## src/rtl/matrix_3x3_median_pkg.sv

```systemverilog
`default_nettype none
// ============================================================================
// Module   : matrix_3x3_median_pkg
// Brief    : Shared widths, latency and the 3-input compare helper for the
//            per-channel 3x3 median filter.
// Revision : 1.0 - initial release
// ============================================================================
package matrix_3x3_median_pkg;

  localparam int CH_W    = 8;
  localparam int CH_N    = 3;
  localparam int PIX_W   = CH_W * CH_N;
  localparam int MED_LAT = 3;

  typedef logic [CH_W-1:0] ch_t;

  typedef enum logic [1:0] {
    PICK_MIN = 2'd0,
    PICK_MID = 2'd1,
    PICK_MAX = 2'd2
  } pick_t;

  // Unsigned 3-input order statistic; ties are harmless because equal values are interchangeable.
  function automatic ch_t pick3(input ch_t a, input ch_t b, input ch_t c, input pick_t sel);
    ch_t hi_ab;
    ch_t lo_ab;
    ch_t res;
    hi_ab = (a > b) ? a : b;
    lo_ab = (a > b) ? b : a;
    case (sel)
      PICK_MAX: res = (c > hi_ab) ? c : hi_ab;
      PICK_MIN: res = (c < lo_ab) ? c : lo_ab;
      default:  res = (c > hi_ab) ? hi_ab : ((c < lo_ab) ? lo_ab : c);
    endcase
    return res;
  endfunction

endpackage
`default_nettype wire

```

## src/rtl/matrix_3x3_median_if.sv

```systemverilog
`default_nettype none
// ============================================================================
// Module   : matrix_3x3_median_if
// Brief    : Window-tap input and median pixel-stream output bundle.
// Revision : 1.0 - initial release
// ============================================================================
interface matrix_3x3_median_if;
  import matrix_3x3_median_pkg::*;

  logic             matrix_vld;
  logic [PIX_W-1:0] matrix_11;
  logic [PIX_W-1:0] matrix_12;
  logic [PIX_W-1:0] matrix_13;
  logic [PIX_W-1:0] matrix_21;
  logic [PIX_W-1:0] matrix_22;
  logic [PIX_W-1:0] matrix_23;
  logic [PIX_W-1:0] matrix_31;
  logic [PIX_W-1:0] matrix_32;
  logic [PIX_W-1:0] matrix_33;

  logic             dout_vld;
  logic [PIX_W-1:0] dout;
  logic             dout_sof;
  logic             dout_eol;
  logic             dout_eof;

  modport master (
    output matrix_vld, matrix_11, matrix_12, matrix_13,
           matrix_21, matrix_22, matrix_23,
           matrix_31, matrix_32, matrix_33,
    input  dout_vld, dout, dout_sof, dout_eol, dout_eof
  );

  modport slave (
    input  matrix_vld, matrix_11, matrix_12, matrix_13,
           matrix_21, matrix_22, matrix_23,
           matrix_31, matrix_32, matrix_33,
    output dout_vld, dout, dout_sof, dout_eol, dout_eof
  );

endinterface
`default_nettype wire

```

## src/rtl/matrix_3x3_median_sort3.sv

```systemverilog
`default_nettype none
// ============================================================================
// Module   : median_sort3
// Brief    : Combinational 3-value sorter on one 8-bit channel.
// Revision : 1.0 - initial release
// ============================================================================
module median_sort3
  import matrix_3x3_median_pkg::*;
(
  input  wire [CH_W-1:0] a,
  input  wire [CH_W-1:0] b,
  input  wire [CH_W-1:0] c,
  output wire [CH_W-1:0] hi,
  output wire [CH_W-1:0] mid,
  output wire [CH_W-1:0] lo
);

  assign hi  = pick3(a, b, c, PICK_MAX);
  assign mid = pick3(a, b, c, PICK_MID);
  assign lo  = pick3(a, b, c, PICK_MIN);

endmodule
`default_nettype wire

```

## src/rtl/matrix_3x3_median.sv

```systemverilog
`default_nettype none
// ============================================================================
// Module   : matrix_3x3_median
// Brief    : 3-stage per-channel 3x3 median with frame-position flags.
// Revision : 1.0 - initial release
// ============================================================================
module matrix_3x3_median
  import matrix_3x3_median_pkg::*;
#(
  parameter logic [10:0] COL = 11'd10,
  parameter logic [10:0] ROW = 11'd5
)
(
  input  wire                 clk,
  input  wire                 rst_n,
  matrix_3x3_median_if.slave  mif
);

  localparam logic [10:0] C_COL_LAST = COL - 11'd1;
  localparam logic [10:0] C_ROW_LAST = ROW - 11'd1;

  logic [PIX_W-1:0]   w_tap [3][3];
  logic [PIX_W-1:0]   w_dout;
  logic [MED_LAT-1:0] r_vld_sr;
  logic [10:0]        r_col;
  logic [10:0]        r_row;
  logic               r_sof;
  logic               r_eol;
  logic               r_eof;

  assign w_tap[0][0] = mif.matrix_11;
  assign w_tap[0][1] = mif.matrix_12;
  assign w_tap[0][2] = mif.matrix_13;
  assign w_tap[1][0] = mif.matrix_21;
  assign w_tap[1][1] = mif.matrix_22;
  assign w_tap[1][2] = mif.matrix_23;
  assign w_tap[2][0] = mif.matrix_31;
  assign w_tap[2][1] = mif.matrix_32;
  assign w_tap[2][2] = mif.matrix_33;

  for (genvar ch = 0; ch < CH_N; ch++) begin : g_ch
    for (genvar rw = 0; rw < 3; rw++) begin : g_row
      logic [CH_W-1:0] w_hi;
      logic [CH_W-1:0] w_mid;
      logic [CH_W-1:0] w_lo;
      logic [CH_W-1:0] r_hi;
      logic [CH_W-1:0] r_mid;
      logic [CH_W-1:0] r_lo;

      median_sort3 u_sort (
        .a   (w_tap[rw][0][ch*CH_W +: CH_W]),
        .b   (w_tap[rw][1][ch*CH_W +: CH_W]),
        .c   (w_tap[rw][2][ch*CH_W +: CH_W]),
        .hi  (w_hi),
        .mid (w_mid),
        .lo  (w_lo)
      );

      always_ff @(posedge clk or negedge rst_n) begin
        if (!rst_n) begin
          r_hi  <= '0;
          r_mid <= '0;
          r_lo  <= '0;
        end else begin
          r_hi  <= w_hi;
          r_mid <= w_mid;
          r_lo  <= w_lo;
        end
      end
    end

    logic [CH_W-1:0] r_s2_lo;
    logic [CH_W-1:0] r_s2_md;
    logic [CH_W-1:0] r_s2_hi;
    logic [CH_W-1:0] r_med;

    // Median of nine = median of (max of row-mins, median of row-mids, min of row-maxes).
    always_ff @(posedge clk or negedge rst_n) begin
      if (!rst_n) begin
        r_s2_lo <= '0;
        r_s2_md <= '0;
        r_s2_hi <= '0;
        r_med   <= '0;
      end else begin
        r_s2_lo <= pick3(g_row[0].r_lo,  g_row[1].r_lo,  g_row[2].r_lo,  PICK_MAX);
        r_s2_md <= pick3(g_row[0].r_mid, g_row[1].r_mid, g_row[2].r_mid, PICK_MID);
        r_s2_hi <= pick3(g_row[0].r_hi,  g_row[1].r_hi,  g_row[2].r_hi,  PICK_MIN);
        r_med   <= pick3(r_s2_lo, r_s2_md, r_s2_hi, PICK_MID);
      end
    end

    assign w_dout[ch*CH_W +: CH_W] = r_med;
  end

  // Counters track the pixel entering stage 3 so flags land in the same cycle as its data.
  always_ff @(posedge clk or negedge rst_n) begin
    if (!rst_n) begin
      r_vld_sr <= '0;
      r_col    <= '0;
      r_row    <= '0;
      r_sof    <= 1'b0;
      r_eol    <= 1'b0;
      r_eof    <= 1'b0;
    end else begin
      r_vld_sr <= {r_vld_sr[MED_LAT-2:0], mif.matrix_vld};
      if (r_vld_sr[MED_LAT-2]) begin
        r_sof <= (r_col == 11'd0) && (r_row == 11'd0);
        r_eol <= (r_col == C_COL_LAST);
        r_eof <= (r_col == C_COL_LAST) && (r_row == C_ROW_LAST);
        if (r_col == C_COL_LAST) begin
          r_col <= '0;
          r_row <= (r_row == C_ROW_LAST) ? 11'd0 : r_row + 11'd1;
        end else begin
          r_col <= r_col + 11'd1;
        end
      end else begin
        r_sof <= 1'b0;
        r_eol <= 1'b0;
        r_eof <= 1'b0;
      end
    end
  end

  assign mif.dout     = w_dout;
  assign mif.dout_vld = r_vld_sr[MED_LAT-1];
  assign mif.dout_sof = r_sof;
  assign mif.dout_eol = r_eol;
  assign mif.dout_eof = r_eof;

endmodule
`default_nettype wire
```

## src/flat_wrapper.sv

```systemverilog
// flat-port wrapper written by rule: the top's interface ports become plain ports
module matrix_3x3_median_flat import matrix_3x3_median_pkg::*;
#(
  parameter logic [10:0] COL = 11'd10,
  parameter logic [10:0] ROW = 11'd5
)
  (clk, rst_n, mif_matrix_vld, mif_matrix_11, mif_matrix_12, mif_matrix_13, mif_matrix_21, mif_matrix_22, mif_matrix_23, mif_matrix_31, mif_matrix_32, mif_matrix_33, mif_dout_vld, mif_dout, mif_dout_sof, mif_dout_eol, mif_dout_eof);
  matrix_3x3_median_if mif_i ();
  input  wire clk;
  input  wire rst_n;
  input wire logic [$bits(mif_i.matrix_vld)-1:0] mif_matrix_vld;
  input wire logic [$bits(mif_i.matrix_11)-1:0] mif_matrix_11;
  input wire logic [$bits(mif_i.matrix_12)-1:0] mif_matrix_12;
  input wire logic [$bits(mif_i.matrix_13)-1:0] mif_matrix_13;
  input wire logic [$bits(mif_i.matrix_21)-1:0] mif_matrix_21;
  input wire logic [$bits(mif_i.matrix_22)-1:0] mif_matrix_22;
  input wire logic [$bits(mif_i.matrix_23)-1:0] mif_matrix_23;
  input wire logic [$bits(mif_i.matrix_31)-1:0] mif_matrix_31;
  input wire logic [$bits(mif_i.matrix_32)-1:0] mif_matrix_32;
  input wire logic [$bits(mif_i.matrix_33)-1:0] mif_matrix_33;
  output wire logic [$bits(mif_i.dout_vld)-1:0] mif_dout_vld;
  output wire logic [$bits(mif_i.dout)-1:0] mif_dout;
  output wire logic [$bits(mif_i.dout_sof)-1:0] mif_dout_sof;
  output wire logic [$bits(mif_i.dout_eol)-1:0] mif_dout_eol;
  output wire logic [$bits(mif_i.dout_eof)-1:0] mif_dout_eof;
  assign mif_i.matrix_vld = mif_matrix_vld;
  assign mif_i.matrix_11 = mif_matrix_11;
  assign mif_i.matrix_12 = mif_matrix_12;
  assign mif_i.matrix_13 = mif_matrix_13;
  assign mif_i.matrix_21 = mif_matrix_21;
  assign mif_i.matrix_22 = mif_matrix_22;
  assign mif_i.matrix_23 = mif_matrix_23;
  assign mif_i.matrix_31 = mif_matrix_31;
  assign mif_i.matrix_32 = mif_matrix_32;
  assign mif_i.matrix_33 = mif_matrix_33;
  assign mif_dout_vld = mif_i.dout_vld;
  assign mif_dout = mif_i.dout;
  assign mif_dout_sof = mif_i.dout_sof;
  assign mif_dout_eol = mif_i.dout_eol;
  assign mif_dout_eof = mif_i.dout_eof;
  matrix_3x3_median #(.COL(COL), .ROW(ROW)) u_core (.clk(clk), .rst_n(rst_n), .mif(mif_i));
endmodule
```

## config.mk

```make
export PLATFORM = sky130hd
export DESIGN_NAME = matrix_3x3_median_flat
export DESIGN_NICKNAME = d
export VERILOG_FILES = /design/src/rtl/matrix_3x3_median_pkg.sv /design/src/rtl/matrix_3x3_median_if.sv /design/src/rtl/matrix_3x3_median_sort3.sv /design/src/rtl/matrix_3x3_median.sv /design/src/flat_wrapper.sv
export SDC_FILE = /design/constraint.sdc
export NUM_CORES = 1
export LEC_CHECK = 0
export BUFFER_PORTS_ARGS = -buffer_cell sky130_fd_sc_hd__clkbuf_2
export CAP_MARGIN = 10
export CORE_UTILIZATION = 45
export CTS_BUF_LIST = sky130_fd_sc_hd__clkbuf_16
export CTS_CLUSTER_DIAMETER = 40
export DETAILED_ROUTE_END_ITERATION = 7
export PLACE_DENSITY = 0.65
export SYNTH_ARGS = -nofsm -noshare
export SYNTH_HDL_FRONTEND = slang
export SYNTH_SLANG_ARGS = --single-unit
```

## constraint.sdc

```tcl
create_clock -name clk -period 3.6 [get_ports clk]
set_input_delay 0.36 -clock clk [delete_from_list [all_inputs] [get_ports clk]]
set_output_delay 0.36 -clock clk [all_outputs]
set_load 0.005 [all_outputs]
```

# Word-level counts from Yosys, hierarchy flattened
# Index checks and enable logic that the tools add are counted.
[word_totals] reg_bits=340 inputBits=219 out_inout_bits=28 elab_cells=206
[classes] add_sub_neg=2 n_lt_le_gt_ge=57 n_eq_ne=2 n_mux=95 n_reduce_logical=5
[op_table] op="8-bit two-way mux" count=90
[op_table] op="8-bit > comparator" count=39
[op_table] op="8-bit less-than comparator" count=18
[op_table] op="11-bit by 1-bit adder with 11-bit output, second input constant" count=2
[op_table] op="11-bit zero test" count=2
[op_table] op="11-bit two-way mux" count=2
[op_table] op="11-bit by 3-bit equality test with 1-bit output, second input constant" count=1
[op_table] op="11-bit by 4-bit equality test with 1-bit output, second input constant" count=1
[op_table] op="1-bit two-way mux" count=3
[op_table] op="1-bit logical AND" count=2
[op_table] op="2-bit AND reduction" count=1

# Logic depth before layout (Yosys ltp)
[logic_depth] word_depth=5 mapped_depth=20 mapped_depth_nobuf=18

# By module
# A second synthesis with hierarchy kept.
[hier_totals] cells_unflattened=3145 hier_area_um2=29469.5
[by_module_without_submodules] module="matrix_3x3_median" instances=1 cells_each=1669 area_per_inst_um2=18270.0 seq_area_each_um2=8508.2
[by_module_without_submodules] module="median_sort3 at u_core.g_ch[0].g_row[0].u_sort ..." instances=5 cells_each=162 area_per_inst_um2=1223.7 seq_area_each_um2=0.0
[by_module_without_submodules] module="median_sort3 at u_core.g_ch[1].g_row[2].u_sort ..." instances=3 cells_each=167 area_per_inst_um2=1276.2 seq_area_each_um2=0.0
[by_module_without_submodules] module="median_sort3 at u_core.g_ch[2].g_row[1].u_sort" instances=1 cells_each=165 area_per_inst_um2=1252.5 seq_area_each_um2=0.0

# Least setup slack after synthesis
# OpenSTA, ideal clock, no wires.
[synth_path] path_type="input port to flip-flop" start="input port mif_matrix_12[17]" end="register u_core.g_ch[2].g_row[0].r_mid[1]" setup_time_ns=0.151 arrival_time_ns=3.864 required_ns=3.449 setup_slack_ns=-0.415 stages=19 path_buffers=2 cell_sequence="inv_1 -> ha_1 -> nor2b_1 -> o21a_1 -> o21ai_0 -> a21oi_1 -> o31ai_1 -> buf_2 -> buf_1 -> nor2_1 -> a21oi_1 -> ha_1 -> a21o_1 -> a211o_1 -> a221oi_2 -> and2_1 -> o21ai_0 -> o21ai_1 -> a222oi_1"
[synth_between] elab_chain_len=5 elab_cells_between_ends=7 classes_between="order compare (3); mux (4)"
[synth_lines] element="start, declared" line_no="flat_wrapper.sv:13" text="input wire logic [$bits(mif_i.matrix_12)-1:0] mif_matrix_12;"
[synth_lines] element="8-bit > comparator" line_no="matrix_3x3_median_pkg.sv:28, matrix_3x3_median_pkg.sv:29"
[synth_lines] element="8-bit two-way mux" line_no="matrix_3x3_median_pkg.sv:29" text="lo_ab = (a > b) ? b : a;"
[synth_lines] element="8-bit less-than comparator"
[synth_lines] element="8-bit two-way mux" line_no="matrix_3x3_median_pkg.sv:33" text="default: res = (c > hi_ab) ? hi_ab : ((c < lo_ab) ? lo_ab : c);"
[synth_lines] element="8-bit two-way mux (*)" line_no="matrix_3x3_median_pkg.sv:33"
[synth_lines] element="via u_core.g_ch[2].g_row[0].u_sort.mid[1]" line_no="matrix_3x3_median_sort3.sv:14" text="output wire [CH_W-1:0] mid,"
[synth_lines] element="end signal, assigned" line_no="matrix_3x3_median.sv:66" text="r_mid <= w_mid;"
[synth_lines] element="end, declared" line_no="matrix_3x3_median.sv:47" text="logic [CH_W-1:0] r_mid;"
# The timed path passes the listed nets; every way through them passes the cells marked *.
# A chain may end at the register's enable or synchronous reset.

# Worst setup path in the final report
[layout_path] start="register u_core.g_ch[0].g_row[0].r_mid[0]" end="register u_core.g_ch[0].r_s2_md[6]"
[layout_between] elab_chain_len=5 elab_cells_between_ends=7 classes_between="order compare (3); mux (4)"
[layout_lines] element="start, declared" line_no="matrix_3x3_median.sv:47"
[layout_lines] element="start signal, assigned" line_no="matrix_3x3_median.sv:66"
[layout_lines] element="8-bit > comparator" line_no="matrix_3x3_median_pkg.sv:28, matrix_3x3_median_pkg.sv:29"
[layout_lines] element="8-bit two-way mux" line_no="matrix_3x3_median_pkg.sv:29"
[layout_lines] element="8-bit less-than comparator" line_no="matrix_3x3_median_pkg.sv:33"
[layout_lines] element="8-bit two-way mux" line_no="matrix_3x3_median_pkg.sv:33"
[layout_lines] element="8-bit two-way mux (*)" line_no="matrix_3x3_median_pkg.sv:33"
[layout_lines] element="end signal, assigned" line_no="matrix_3x3_median.sv:86" text="r_s2_md <= pick3(g_row[0].r_mid, g_row[1].r_mid, g_row[2].r_mid, PICK_MID);"
[layout_lines] element="end, declared" line_no="matrix_3x3_median.sv:73" text="logic [CH_W-1:0] r_s2_md;"
# Mark *: on every way between the ends. The rest lies on a longest branch, timed or not.

==> impl_metrics.env <==
export IMPL_status="complete, but fails checks"
export IMPL_failed_checks="design-rule violations, negative setup slack"
export IMPL_syn2layout_area_growth_pct=42.7
export IMPL_hold_path_startpoint="mif_matrix_13[16]"
export IMPL_rr_endpoint="u_core.g_ch[0].r_s2_md[6]"
export IMPL_synth_area_um2=27700
export IMPL_nFillCells=4820
export IMPL_start_util_pct=45.7
export IMPL_seqPwrFrac_pct=15.4
export IMPL_io_buffer_count=246
export IMPL_coreArea_um2=60600
export IMPL_synth_seq_area_share_pct=30.7
export IMPL_place_hpwl_um=66700
export IMPL_ys_ff_latch=340
export IMPL_gp_congestion=0.952
export IMPL_critPathLaunchType="flop"
export IMPL_worst_path_stages=18
export IMPL_synth_adder_area_share_pct=20.0
export IMPL_crit_path_frequent_cell="ha_1"
export IMPL_min_to="u_core.g_ch[2].g_row[0].r_hi[0]"
export IMPL_fmax_mhz=252
export IMPL_skew_ns=0.0190
export IMPL_antenna_found_initial=8
export IMPL_hold_depth=2
export IMPL_clockRootBuffer="clkbuf_16"
export IMPL_drt_first_iter_violations=1889
export IMPL_synthMuxAreaShare_pct=7.96
export IMPL_fin_nets=4751
export IMPL_p_sw_w=0.0180
export IMPL_synthArstFlopShare_pct=100
export IMPL_final_area_um2=39500
export IMPL_drtAntennaViolNets=0
export IMPL_routed_wl_um=89900
export IMPL_synth_nets=3791
export IMPL_drive_gt1_share_pct=35.3
export IMPL_critPathLaunch="u_core.g_ch[0].g_row[0].r_mid[0]"
export IMPL_path_class="flop to flop"
export IMPL_first_pass_iters=8
export IMPL_utilization_pct=65.3
export IMPL_synth_flop_cell="dfrtp_1"
export IMPL_finalSetupTns_ns=-7.27
export IMPL_final_common_cell="buf_4"
export IMPL_clock_sinks=340
export IMPL_synth_top_family_by_area="adder cells"
export IMPL_via_per_inst=5.55
export IMPL_cp_num_buf_inv=2
export IMPL_cts_htree_levels=2
export IMPL_synth_cells=3129
export IMPL_required_ns=4.11
export IMPL_crit_family="simple AND/OR/NAND/NOR gates"
export IMPL_tritoncts="done"
export IMPL_clkSlewWorstSetupHoldPaths_ns=0.06
export IMPL_vdd_drop_max_uv=790
export IMPL_r2r_setup_slack_ns=-0.37
export IMPL_synth_simple_area_share_pct=15.0
export IMPL_pin_count=247
export IMPL_worstSkewPairLatency_ns=0.63
export IMPL_reg2regPathDepth=18
export IMPL_crit_arrival_ns=4.48
export IMPL_drc=14
export IMPL_num_vias=27330
export IMPL_setup_slack_ns=-0.370
export IMPL_maxCapViolCount=0
export IMPL_cpMaxStageDelayCell="dfrtp_1"
export IMPL_reg2reg_from="u_core.g_ch[0].g_row[0].r_mid[0]"
export IMPL_holdWs_ns=0.0435
export IMPL_placed_cell_area_um2=34500
export IMPL_wire_per_inst_um=18.3
export IMPL_p_comb_share_pct=71.3
export IMPL_grt_pass1_wl_um=134000
export IMPL_p_per_area_nw_per_um2=1050
export IMPL_crit_path_max_fanout=7
export IMPL_hold_violations=0
export IMPL_yosysWarnings=0
export IMPL_swShare_pct=43.4
export IMPL_hold_path_class="input pin to flop"
export IMPL_max_stage_delay_ns=0.41
export IMPL_synth_edff_count=0
export IMPL_finalSetupViolations=40
export IMPL_worstSetupEndpointType="flop"
export IMPL_synth_compound_area_share_pct=20.0
export IMPL_p_leak_nw=20.1
export IMPL_synth_cell_types=82
export IMPL_crit_chain="inv_1 > ha_1 > nand4_1 > or3b_4 > a21oi_4 > nor2_4 > nor2_1 > a21oi_1 > ha_1 > and4_1 > o21ai_1 > or3_1 > or3_4 > nand3_4 > o22ai_4 > buf_6 > nor2b_4 > a2111oi_4"
export IMPL_min_period_ns=3.97
export IMPL_avgSynthCellArea_um2=8.85
export IMPL_finalCritPeriodShare_pct=110
export IMPL_gr_total_overflow=0
export IMPL_die_w_um=250
export IMPL_power_frac_clock_pct=13.3
export IMPL_die_area_um2=62600
export IMPL_track_usage_pct=26.4
export IMPL_cts_max_path_buffers=3
export IMPL_rsz0062_at_grt="yes"
export IMPL_dp_cells=4668
export IMPL_rows=90
export IMPL_grt_max_degree=97
export IMPL_cts_made_buffers=59
export IMPL_final_cell_mix="buf_4 (653), ha_1 (409), a21oi_1 (355), nor2_1 (346), dfrtp_1 (340)"
export IMPL_drv_slew=0
export IMPL_relSlewSlack_pct=47.7
export IMPL_fp_dieH_um=250
export IMPL_yosys_area_share_xor_xnor_pct=0.443
export IMPL_worst_pin_slew_ns=0.764
export IMPL_grt_pass1_vias=25950
export IMPL_p_int_w=0.0235
export IMPL_final_cells=4921
[registers in the layout, indices dropped and copies added (netlist names)]
signal / cells
u_core.r_row: 11
u_core.r_col: 11
u_core.mif.dout_eol: 1
u_core.mif.dout_sof: 1
u_core.g_ch.g_row.r_mid: 72
u_core.g_ch.r_s2_md: 24
u_core.mif.dout_eof: 1
u_core.g_ch.g_row.r_hi: 72
u_core.r_vld_sr: 3
u_core.g_ch.r_s2_hi: 24
u_core.g_ch.g_row.r_lo: 72
u_core.g_ch.r_med: 24
u_core.g_ch.r_s2_lo: 24
[through the flow]
step | worst slack [ns] | total power (W)
2_1_floorplan | -0.0309 | 0.0200
3_3_place_gp | -0.370 | 0.0273
3_5_place_dp | -0.379 | 0.0277
4_1_cts | -0.206 | 0.0360
5_1_grt | -0.504 | 0.0440
6_report | -0.370 | 0.0415
[routing by layer]
metal  wire length [µm]  share of wire (%)  up-vias  GRT usage, %
li1                   -                  -    13266             -
met1              38800                 43    12917          35.1
met2              43100                 48      895          44.8
met3               4830                5.4      238          3.42
met4               3070                3.4       14          7.82
met5                 87              0.097        -             0
[how the worst max path moves through the flow]
stage               slack, ns                               end
floorplan               -0.03  u_core.g_ch[2].g_row[1].r_mid[1]
global placement        -0.37  u_core.g_ch[1].g_row[1].r_mid[3]
CTS                     -0.21         u_core.g_ch[0].r_s2_md[6]
global route            -0.50         u_core.g_ch[0].r_s2_md[6]
finish                  -0.37         u_core.g_ch[0].r_s2_md[6]
detailed placement      -0.38  u_core.g_ch[1].g_row[1].r_mid[3]
[power by group through the flow]
stage | Sequential, W | Clock, W | Combinational (W)
final | 0.00640 | 0.00550 | 0.0296
after global routing | 0.00649 | 0.00576 | 0.0318
after CTS | 0.00629 | 0.00558 | 0.0241
after detailed placement | 0.00632 | 0 | 0.0214
after global placement | 0.00629 | 0 | 0.0210
after floorplan | 0.00594 | 0 | 0.0141
[cells by family after synthesis]
logic type / count (synthesis)
DFF: 340
buffers and inverters: 422
xor gates and xnor gates: 14
muxes: 216
AOI/OAI and AO/OA: 832
adders and majority gates: 443
and+or+nand+nor: 862
[final cells by class]
cell class / count / area, µm² / share of cell area (%)
Inverter: 342 / 1300 / 3.28
Antenna cell: 1 / 2.50 / 0.00633
Timing Repair Buffer: 973 / 7170 / 18.1
Clock buffer: 59 / 1480 / 3.73
Tap cell: 782 / 978 / 2.47
Clock inverter: 51 / 514 / 1.30
Sequential cell: 340 / 8510 / 21.5
Multi-Input combinational cell: 2373 / 19600 / 49.6
[cell usage after synthesis, types with 8 or more instances]
library cell / instances / area [µm²]
a221oi_1: 12 / 105
a211o_1: 8 / 70.1
xnor2_1: 9 / 78.8
nand2_1: 95 / 357
nor2_1: 379 / 1420
a221o_1: 30 / 300
nand3_1: 60 / 300
inv_1: 342 / 1280
dfrtp_1: 340 / 8510
o21ai_0: 75 / 375
mux2i_1: 187 / 1870
mux2_2: 26 / 293
nor3_1: 80 / 400
nor2b_1: 71 / 444
a21o_1: 84 / 631
o31a_1: 8 / 70.1
a21oi_1: 398 / 1990
buf_1: 8 / 30.0
and3_1: 22 / 138
a211oi_1: 14 / 105
a31oi_1: 9 / 56.3
o21a_1: 21 / 158
or2_2: 13 / 81.3
a2111oi_2: 24 / 360
o21ai_1: 17 / 85.1
o21bai_1: 10 / 75.1
a222oi_1: 22 / 220
ha_1: 443 / 5540
clkbuf_1: 48 / 180
nand2b_1: 25 / 156
nand4_1: 52 / 325
or3_1: 14 / 87.6
o211ai_1: 28 / 210
buf_2: 21 / 105
[repair_timing]
action	CTS	global route
gates resized for setup	136	257
cloned	6	2
pin swaps	68	135
buffers inserted	51	80
endpoints found under the setup margin	42	98
hold buffers	6	0
hold endpoints to repair	93	0
No activity file was read; power rests on OpenSTA's default activity.
